### config.mk
export PLATFORM = sky130hd
export DESIGN_NAME = spc_stack
export DESIGN_NICKNAME = d
export VERILOG_FILES = /design/src/rtl/spc_stack_pkg.sv /design/src/rtl/spc_stack_updn_counter.sv /design/src/rtl/spc_stack.sv
export SDC_FILE = /design/constraint.sdc
export NUM_CORES = 1
export LEC_CHECK = 0
export BUFFER_PORTS_ARGS = -buffer_cell sky130_fd_sc_hd__buf_2
export CAP_MARGIN = 20
export CORE_ASPECT_RATIO = 0.7
export CORE_MARGIN = 1.5
export CORE_UTILIZATION = 56
export DETAILED_ROUTE_END_ITERATION = 12
export PLACE_DENSITY = 0.75
export REMOVE_ABC_BUFFERS = 1
export SYNTH_ARGS = -nofsm -noshare
export SYNTH_HDL_FRONTEND = slang
export SYNTH_SLANG_ARGS = --single-unit
### constraint.sdc
create_clock -name CLK -period 3.7 [get_ports CLK]
set_clock_uncertainty 0.2 [all_clocks]
set_input_delay 1.11 -clock CLK [delete_from_list [all_inputs] [get_ports CLK]]
set_output_delay 1.11 -clock CLK [all_outputs]
set_load 0.02 [all_outputs]
### src/rtl/spc_stack_pkg.sv
// ---------------------------------------------------------------------------
// spc_stack_pkg
// Shared constants and types for the spc_stack LIFO.
//   DEFAULT_WIDTH       default data word width (19 bits)
//   DEFAULT_DEPTH_LOG2  default log2 of the entry count (5 -> 32 entries)
//   op_e                per-cycle operation decoded from PUSH/POP
//   decodeOp()          maps the PUSH/POP request pair onto op_e
// ---------------------------------------------------------------------------
package spc_stack_pkg;

    localparam int DEFAULT_WIDTH      = 19;
    localparam int DEFAULT_DEPTH_LOG2 = 5;

    typedef enum logic [1:0] {
        OP_NOP  = 2'd0,
        OP_PUSH = 2'd1,
        OP_POP  = 2'd2,
        OP_REPL = 2'd3
    } op_e;

    // PUSH and POP together means replace-top, not "push then pop".
    function automatic op_e decodeOp(input logic push, input logic pop);
        op_e op;
        unique case ({push, pop})
            2'b10:   op = OP_PUSH;
            2'b01:   op = OP_POP;
            2'b11:   op = OP_REPL;
            default: op = OP_NOP;
        endcase
        return op;
    endfunction

endpackage

### src/rtl/spc_stack_updn_counter.sv
// ---------------------------------------------------------------------------
// updn_counter
// Synchronous up/down counter with enable and terminal-count outputs.
// It saturates at 0 and at MAX, so it can never wrap even if the enable is
// asserted at a terminal count.
//   clk_i    clock, all updates on the rising edge
//   rst_ni   synchronous active-low reset, clears the count to 0
//   en_i     count enable
//   up_i     1 = count up, 0 = count down (only while en_i)
//   cnt_o    current count
//   zero_o   high when cnt_o == 0
//   max_o    high when cnt_o == MAX
// ---------------------------------------------------------------------------
module updn_counter #(
    parameter int              WIDTH = 6,
    parameter logic [WIDTH-1:0] MAX  = WIDTH'(32)
) (
    input  logic             clk_i,
    input  logic             rst_ni,
    input  logic             en_i,
    input  logic             up_i,
    output logic [WIDTH-1:0] cnt_o,
    output logic             zero_o,
    output logic             max_o
);

    logic [WIDTH-1:0] cnt_q;
    logic [WIDTH-1:0] cnt_d;

    // Next count: step only when enabled and not already at the terminal
    // value in the direction of travel.
    always_comb begin
        cnt_d = cnt_q;
        if (en_i) begin
            if (up_i && (cnt_q != MAX)) begin
                cnt_d = cnt_q + WIDTH'(1);
            end else if (!up_i && (cnt_q != '0)) begin
                cnt_d = cnt_q - WIDTH'(1);
            end
        end
    end

    // Count register with synchronous reset.
    always_ff @(posedge clk_i) begin
        if (!rst_ni) begin
            cnt_q <= '0;
        end else begin
            cnt_q <= cnt_d;
        end
    end

    assign cnt_o  = cnt_q;
    assign zero_o = (cnt_q == '0);
    assign max_o  = (cnt_q == MAX);

endmodule

### src/rtl/spc_stack.sv
// ---------------------------------------------------------------------------
// spc_stack
// LIFO stack of 2**DEPTH_LOG2 words of WIDTH bits with replace-top support
// and optional sticky overflow/underflow flags.
//   CLK      clock, all state changes on the rising edge
//   RESET_N  synchronous active-low reset (clears count and flags only)
//   PUSH     push DIN this cycle
//   POP      pop the top entry this cycle (PUSH+POP = replace top)
//   DIN      word to push / replace with
//   DOUT     current top-of-stack word, zero while empty
//   COUNT    number of valid entries, 0..DEPTH
//   EMPTY    COUNT == 0
//   FULL     COUNT == DEPTH
//   OVF      sticky: push attempted while full
//   UNF      sticky: pop attempted while empty
// Build option: define SPC_STACK_ERR_EN to implement OVF/UNF; otherwise
// both are tied low and illegal requests are simply ignored.
// ---------------------------------------------------------------------------
module spc_stack
    import spc_stack_pkg::*;
#(
    parameter int WIDTH      = DEFAULT_WIDTH,
    parameter int DEPTH_LOG2 = DEFAULT_DEPTH_LOG2
) (
    input  logic                  CLK,
    input  logic                  RESET_N,
    input  logic                  PUSH,
    input  logic                  POP,
    input  logic [WIDTH-1:0]      DIN,
    output logic [WIDTH-1:0]      DOUT,
    output logic [DEPTH_LOG2:0]   COUNT,
    output logic                  EMPTY,
    output logic                  FULL,
    output logic                  OVF,
    output logic                  UNF
);

    localparam int DEPTH = 2 ** DEPTH_LOG2;
    localparam int CW    = DEPTH_LOG2 + 1;

    logic [WIDTH-1:0]      mem_q [DEPTH];

    op_e                   op;
    logic [CW-1:0]         count;
    logic                  empty;
    logic                  full;
    logic                  cntEn;
    logic                  cntUp;
    logic                  wrEn;
    logic [DEPTH_LOG2-1:0] wrAddr;
    logic [DEPTH_LOG2-1:0] topIdx;
    logic [DEPTH_LOG2-1:0] freeIdx;

    assign op      = decodeOp(PUSH, POP);
    assign freeIdx = count[DEPTH_LOG2-1:0];
    // At COUNT==DEPTH the low bits are zero, so subtracting in the narrow
    // width still lands on DEPTH-1.
    assign topIdx  = count[DEPTH_LOG2-1:0] - DEPTH_LOG2'(1);

    updn_counter #(
        .WIDTH (CW),
        .MAX   (CW'(DEPTH))
    ) u_count (
        .clk_i  (CLK),
        .rst_ni (RESET_N),
        .en_i   (cntEn),
        .up_i   (cntUp),
        .cnt_o  (count),
        .zero_o (empty),
        .max_o  (full)
    );

    // Operation control. A replace on an empty stack degenerates to a plain
    // push; a replace on a full stack is allowed because it does not grow.
    always_comb begin
        cntEn  = 1'b0;
        cntUp  = 1'b0;
        wrEn   = 1'b0;
        wrAddr = freeIdx;
        unique case (op)
            OP_PUSH: begin
                if (!full) begin
                    wrEn  = 1'b1;
                    cntEn = 1'b1;
                    cntUp = 1'b1;
                end
            end
            OP_POP: begin
                if (!empty) begin
                    cntEn = 1'b1;
                end
            end
            OP_REPL: begin
                wrEn = 1'b1;
                if (empty) begin
                    cntEn = 1'b1;
                    cntUp = 1'b1;
                end else begin
                    wrAddr = topIdx;
                end
            end
            default: begin
            end
        endcase
    end

    // Storage array. It has no reset; the write is only gated off during
    // reset so that reset cleanly wins over a same-cycle push.
    always_ff @(posedge CLK) begin
        if (RESET_N && wrEn) begin
            mem_q[wrAddr] <= DIN;
        end
    end

    assign DOUT  = empty ? '0 : mem_q[topIdx];
    assign COUNT = count;
    assign EMPTY = empty;
    assign FULL  = full;

`ifdef SPC_STACK_ERR_EN
    logic ovf_q;
    logic ovf_d;
    logic unf_q;
    logic unf_d;

    // Sticky flags: once set they only clear on reset.
    always_comb begin
        ovf_d = ovf_q | ((op == OP_PUSH) && full);
        unf_d = unf_q | (empty && ((op == OP_POP) || (op == OP_REPL)));
    end

    always_ff @(posedge CLK) begin
        if (!RESET_N) begin
            ovf_q <= 1'b0;
            unf_q <= 1'b0;
        end else begin
            ovf_q <= ovf_d;
            unf_q <= unf_d;
        end
    end

    assign OVF = ovf_q;
    assign UNF = unf_q;
`else
    assign OVF = 1'b0;
    assign UNF = 1'b0;
`endif

endmodule

* Word-level counts from Yosys, hierarchy flattened
Memories as Yosys holds them, arrays and structs flattened.
Index checks and enable logic that the tools add are counted.
** Operators by class
- $add $sub $neg :: 3
- Equality and inequality tests :: 8
- Muxes and demuxes :: 14
- Reductions and logical operators :: 8
** Operator list (count)
- $mux 19 :: 1
- $mux 6 :: 2
- $mux 5 :: 2
- $eq 2x2->1 const B :: 4
- $add 6x1->6 const B :: 1
- $eq 6x6->1 const B :: 1
- $logic_not 6->1 :: 1
- $ne 6x6->1 const B :: 1
- $pmux 2 s3 :: 1
- $reduce_bool 6->1 :: 1
- $sub 6x1->6 const B :: 1
- $mux 1 :: 5
- $sub 5x1->5 const B :: 1
- $eq 2x1->1 const B :: 2
- $pmux 1 s2 :: 2
- $logic_and 1x1->1 :: 3
- $pmux 1 s3 :: 1
- $reduce_and 2->1 :: 1
- $reduce_bool 2->1 :: 1
- $logic_not 1->1 :: 1
** Storage, ports and cells
- Bits in registers :: 6
- RAM bits :: 608
- Input port bits :: 23
- Output and inout bits :: 29
- Word-level logic and storage cells :: 35
- Memories kept :: 1
** Memories
- mem_q :: depth 32, bits a word 19, read ports 1, clocked after memory_dff 0, wr ports 1, RTL line spc_stack.sv:41 : logic [WIDTH-1:0] mem_q [DEPTH];

* Logic depth before layout (Yosys ltp)
Gate-level depths: netlist of the first run.
- Word-level depth :: 8
- Mapped depth :: 16
- Mapped depth without buffers :: 12

* Modules after synthesis
From an unflattened synthesis of the first run, not the netlist that was laid out.
** Unflattened totals
- Cell total of the unflattened synthesis :: 1125
- Area, all modules :: 24024.3 um^2
** Modules (own cells, without submodules)
- spc_stack :: instances 1, cells each 1066, area an instance 23542.6 um^2, seq. area each 18257.5 um^2
- updn_counter :: instances 1, cells each 59, area an instance 481.7 um^2, seq. area each 120.1 um^2

* Worst setup path after synthesis of the first run
Ideal clock, no wire load.
- Kind :: reg-to-output
- From :: register u_count.cnt_q[0], in the netlist u_count.cnt_o[0]
- To :: output DOUT[10]
- Arrival time :: 3.036 ns
- Slack :: -0.646 ns
- Cell stages (with the launch flop) :: 13
- Path buffers :: 6
- Cells stage by stage :: dfxtp_1 > buf_2 > buf_4 > buf_6 > inv_1 > ha_1 > buf_2 > buf_2 > buf_1 > mux4_2 > nor2_1 > o22ai_1 > a211o_1
** On the way
- Longest elaborated chain between the ends :: 3
- Elaborated cells on any way between the ends :: 4
** Ends and longest elaborated chain
- from (decl) :: RTL line spc_stack_updn_counter.sv:27 : logic [WIDTH-1:0] cnt_q;
- from (signal assigned) :: RTL line spc_stack_updn_counter.sv:48 : cnt_q <= cnt_d;
- $sub 5x1->5 :: RTL line spc_stack.sv:58 : assign topIdx = count[DEPTH_LOG2-1:0] - DEPTH_LOG2'(1);
- via topIdx[0] :: RTL line spc_stack.sv:51 : logic [DEPTH_LOG2-1:0] topIdx;
- $mem_v2 32x19
- $mux 19 :: RTL line spc_stack.sv:115 : assign DOUT = empty ? '0 : mem_q[topIdx];
- to (decl) :: RTL line spc_stack.sv:30 : output logic [WIDTH-1:0] DOUT,
The timed path passes the listed nets, and every way through them passes these cells.

* Worst setup path after layout of the first run
- From :: register u_count.cnt_q[0], in the netlist u_count.cnt_o[0]
- To :: output DOUT[17]
The elaborated chain is that of the path after synthesis.

==> results.ini, run 1 <==
[clock_network]
clock_latency_ns = 0.58
cts_tree = done
cts_root_buffer = clkbuf_16
clock-sinks = 614
htree_levels = 2
cts_max_path_buffers = 3
cts_buffers = 54
clk_pin_slew_worst_paths_ns = 0.06

[global_routing]
grt_first_pass_wirelength_mm = 90.8
grt_overflow = 0
grt_pass1_vias = 13360
grt_max_degree = 38
grt_util_all_layers_pct = 28.6
antenna_found_initial = 0

[worst_setup_path]
critPathKind = reg2out
required_ns = 2.39
cp_data_arrival_time_ns = 2.93
setup.worst_path.end_class = output pin
worstPathMaxFanout = 8
worst_setup_path_start_kind = register

[power]
peakVddDrop_uv = 560
power_frac_comb_pct = 44.6
switching_share_pct = 33.8
p_int_mw = 16.4
p_sw_mw = 8.39
pwr-share-seq_pct = 32.2
total_power_mw = 24.8
p_per_area_mw_per_mm2 = 836
power.leakage_nw = 9.66
pwr-share-clk_pct = 23.2

[sta]
setup_viol = 19
rsz0062_at_grt = yes
max-slew-margin-rel_pct = 59.3
worst_slew_pin_slew_ns = 0.593
setup_ws_ns = -0.540
fin_crit_sh_pct = 115
final_max_slew_viol_count = 0
max_freq_mhz = 236
min_period_ns = 4.24
hold_viol_final = 0

[route]
drtAntennaViolNets = 0
avgViaCountPerCell = 6.57
avgRoutedWirePerCell_um = 31.3
firstDrtPassIters = 5
totalWireLength_mm = 63.0
drc = 0
drt_iter0_markers = 1773
vias = 13208

[synthesis]
synth.area.mux_share_pct = 15.9
yosysWarningCount = 0
synth_seq_area_share_pct = 75.5
yosys.area_share.xor_xnor_pct = 0.252
synth_cell_types = 56
synth_ff_type = edfxtp_1
syn_inst = 1170
syn_avg_cell_area_um2 = 20.8
synth_fa_ha_area_share_pct = 0.391
synth_compound_area_share_pct = 3.01
synthArstFlopShare_pct = 0
synth_edf_count = 608
synth-seq-cells = 614
synth_simple_gate_area_share_pct = 3.41
syn_area_mm2 = 0.0244
synth_top_family_by_area = multiplexers

[worst_hold_path]
min_path_type = reg2reg

[layout]
fin_util_pct = 69.6
layout_common_cells = edfxtp_1 (608), mux4_2 (152), buf_4 (97)
final_common_cell = edfxtp_1
syn2layout_area_growth_pct = 21.9
fin_nets = 1414
drive_above_1_share_pct = 41.8
diodes = 0

[place]
dp_hpwl_mm = 36.6
place_congestion = 0.928
post-place-ws_ns = -0.114
numPortBuffers = 49

[floorplanning]
die-area_mm2 = 0.0448
start_util_pct = 57.1
io_pins = 52
core_mm2 = 0.0426
num_rows = 63
die_w_um = 252
die_h_um = 177

[outcome]
status = finished with violations
violations = negative setup slack

[flow_run]
cap_viol_max_count = 0

final timing paths:
| check | startpoint | end | slack, ns | cells after the start |
|---|---|---|---|---|
| max reg2reg | u_count.cnt_o[3] | u_count.cnt_o[5] | 0.28 | 11 |
| min reg2reg | u_count.cnt_o[5] | u_count.cnt_o[5] | 0.49 | 3 |
| max | u_count.cnt_o[0] | DOUT[17] | -0.54 | 11 |
| min | u_count.cnt_o[5] | u_count.cnt_o[5] | 0.49 | 3 |
per-layer routing:
metal | global-route usage (%) | up-vias | wire, um | part of all wire (%)
met3 | 6.51 | 143 | 7190 | 11
met4 | 8.81 | 0 | 1890 | 3.0
met5 | 0 | - | 0 | 0
li1 | - | 5310 | - | -
met1 | 42.1 | 6909 | 25100 | 40
met2 | 43.4 | 846 | 28700 | 46
per-stage QoR:
step / hold WS, ns / instance area, um^2 / instances / TNS, ns
6_report: 0.491 / 29700 / 2010 / -9.43
4_1_cts: 0.486 / 29300 / 2007 / -9.76
5_1_grt: 0.502 / 29700 / 2010 / -10.54
3_5_place_dp: 0.475 / 26700 / 1886 / -0.474
3_3_place_gp: 0.459 / 26700 / 1886 / -0.265
2_1_floorplan: 0.486 / 24000 / 1107 / -5961.28
Yosys cell counts, drive strengths merged, types with 9 or more instances:
library cell | instances | area (um^2)
edfxtp | 608 | 18300
nor3 | 40 | 200
o21ai | 44 | 220
nor2b | 13 | 81.3
clkbuf | 19 | 72.6
mux4 | 152 | 3420
o22ai | 19 | 119
nand2 | 10 | 40.0
nor2 | 74 | 313
a21oi | 9 | 48.8
a211o | 18 | 158
buf | 45 | 299
mux2i | 44 | 440
worst max-delay path, stage by stage (launching register included):
cell	delay, ns
dfxtp_4	0.39
inv_4	0.05
ha_4	0.30
buf_12	0.15
clkbuf_16	0.17
clkbuf_16	0.17
buf_4	0.12
mux4_2	0.27
nor2b_1	0.15
a211oi_2	0.24
o22ai_2	0.14
buf_2	0.18
layout make-up:
class | count | area, um^2
multi-input cells | 489 | 6140
repair buffers | 221 | 2640
clock inverters | 37 | 409
inverters | 4 | 17.5
flip-flops and latches | 614 | 18400
clock buffers | 60 | 1370
well taps | 585 | 732
fillers | 2493 | 13000
logic make-up (layout without fill, tap and decap cells):
family                   count (synthesis)  in the layout
buffers and inverters                   68            322
other                                    1              2
AND/OR/NAND/NOR                        164            164
AO/OA/AOI/OAI                          113            113
multiplexers                           196            196
flip-flops                             614            614
XOR/XNOR                                 7              7
adder cells (fa/ha/maj)                  7              7
sequential cells by signal (all words and copies together) (netlist names):
| name | count |
|---|---|
| u_count.cnt_o | 6 |
| mem_q | 608 |
repair_timing:
action | in CTS | in global routing
setup endpoints to repair | 19 | 20
buffers inserted | 14 | 3
pin swaps | 23 | 22
resized for setup | 117 | 73
gates cloned | 10 | 3
hold buffers | 0 | 0
power groups by stage:
| stage | combinational [mW] | sequential, mW | clock (mW) |
|---|---|---|---|
| 2_1_floorplan | 5.48 | 8.37 | 0 |
| 3_3_place_gp | 8.45 | 8.11 | 0 |
| 4_1_cts | 10.3 | 7.98 | 5.78 |
| 6_report | 11.1 | 7.99 | 5.76 |
| 3_5_place_dp | 8.57 | 8.13 | 0 |
| 5_1_grt | 11.5 | 8.00 | 6.05 |
Power figures use the tool's default switching activity.
==> inputs of run 2 (changes only) <==
--- a/config.mk
+++ b/config.mk
@@ -13,6 +13,7 @@
 export DETAILED_ROUTE_END_ITERATION = 12
 export PLACE_DENSITY = 0.75
 export REMOVE_ABC_BUFFERS = 1
+export SKIP_CTS_REPAIR_TIMING = 1
 export SYNTH_ARGS = -nofsm -noshare
 export SYNTH_HDL_FRONTEND = slang
 export SYNTH_SLANG_ARGS = --single-unit
==> run 2 against run 1 <==
- the flow still finishes with violations (negative setup slack)
- flip-flop and latch count unchanged
- sequential share of layout area up 1.2 points
- critical path type unchanged
- die area unchanged
- non-clock buffer count down 6
- via count down 1.6%
- critical path depth down 2
==> results.ini, run 2 (synthesis results as in run 1) <==
[outcome]
status = finished with violations
violations = negative setup slack

[sta]
min_period_ns = 4.28
final_max_slew_viol_count = 0
setup_viol = 19
max_freq_mhz = 234
max-slew-margin-rel_pct = 37.5
worst_slew_pin_slew_ns = 0.933
setup_ws_ns = -0.579
fin_crit_sh_pct = 116
hold_viol_final = 0
rsz0062_at_grt = yes

[global_routing]
use_met3_pct = 5.97
grt_overflow = 0
grt_max_degree = 39
grt_first_pass_wirelength_mm = 85.7
grt_util_all_layers_pct = 26.8
met1_usage_pct = 40.5
grt_pass1_vias = 12976
met2_usage_pct = 40.0
grt.busiest_layer = met1
antenna_found_initial = 0

[floorplanning]
die_h_um = 177
start_util_pct = 57.1
num_rows = 63
core_mm2 = 0.0426
die_w_um = 252
die-area_mm2 = 0.0448
io_pins = 52

[clock_network]
clock-sinks = 614
clk_pin_slew_worst_paths_ns = 0.06
cts_root_buffer = clkbuf_16
cts_buffers = 54
cts_max_path_buffers = 3
htree_levels = 2
cts_tree = done
clock_latency_ns = 0.58

[layout]
largest_reg_flops = 608
drive_above_1_share_pct = 38.9
fin_nets = 1408
layout_common_cells = edfxtp_1 (608), mux4_2 (152), buf_4 (103)
final_common_cell = edfxtp_1
diodes = 0
syn2layout_area_growth_pct = 19.6
final_area_mm2 = 0.0291
regMostFlops = mem_q

[route]
totalWireLength_mm = 60.4
avgViaCountPerCell = 6.49
drtAntennaViolNets = 0
drt_iter0_markers = 1866
avgRoutedWirePerCell_um = 30.1
drc = 0
firstDrtPassIters = 5
vias = 13002

[place]
dp_hpwl_mm = 36.6
place_congestion = 0.928
placed_area_mm2 = 0.0267
post-place-ws_ns = -0.114
numPortBuffers = 49

[worst_setup_path]
worstPathMaxFanout = 14
required_ns = 2.39
setup.worst_path.end_class = output pin
worst_setup_path_start_kind = register
cp_data_arrival_time_ns = 2.97
critPathKind = reg2out

[worst_hold_path]
min_path_type = reg2reg

[flow_run]
cap_viol_max_count = 0

[power]
pwr-share-seq_pct = 33.9
p_int_mw = 15.7
total_power_mw = 23.5
power.leakage_nw = 9.51
p_per_area_mw_per_mm2 = 808
p_sw_mw = 7.87
switching_share_pct = 33.4
pwr-share-clk_pct = 24.3
power_frac_comb_pct = 41.8
peakVddDrop_uv = 530

==> run 2: changes by cell type in the layout (fill, tap and decap cells not counted), sizes merged <==
cell,change
clkbuf,+1
buf,-6
bufbuf,-1
==> run 2: per-stage QoR <==
step	TNS [ns]	instances	hold slack, ns	utilization (%)
final	-9.50	2004	0.488	68.3
after global routing	-10.84	2004	0.502	68.3
after CTS	-12.27	1983	0.486	66.9
after detailed placement	-0.474	1886	0.475	62.7
after global placement	-0.265	1886	0.459	62.7
after floorplan	-5961.28	1107	0.486	-
==> run 2: layer usage <==
layer / routed length [um] / vias up
met2: 27500 / 805
met3: 6950 / 108
met5: 0 / -
li1: - / 5293
met4: 1470 / 0
met1: 24500 / 6796
==> run 2: area by class of cell <==
type	count	area, um^2
clock inverters	37	409
multi-input cells	489	5930
fillers	2592	13500
inverters	4	17.5
repair buffers	215	2290
clock buffers	60	1370
flip-flops and latches	614	18400
well taps	585	732
==> run 2: critical path, stage by stage, from the launching register on <==
cell and delay [ns]:
dfxtp_4 0.38, inv_4 0.05, ha_4 0.36, buf_12 0.20, buf_12 0.16, mux4_2 0.38, mux2i_1 0.26, nor3_2 0.08
a211o_1 0.32, buf_2 0.18
==> run 2: power groups by stage <==
stage	sequential, mW	combinational, mW	clock [mW]
floorplan	8.37	5.48	0
global placement	8.11	8.45	0
detailed placement	8.13	8.57	0
CTS	7.98	8.64	5.78
global route	8.00	10.3	6.04
finish	7.98	9.84	5.73
==> run 2: path summary, 6_finish.rpt <==
kind	startpoint	end	slack, ns	cells after the start
worst min register to register	u_count.cnt_o[5]	u_count.cnt_o[5]	0.49	3
worst min-delay path	u_count.cnt_o[5]	u_count.cnt_o[5]	0.49	3
worst max-delay path	u_count.cnt_o[0]	DOUT[16]	-0.58	9
worst max register to register	u_count.cnt_o[3]	u_count.cnt_o[5]	0.20	11
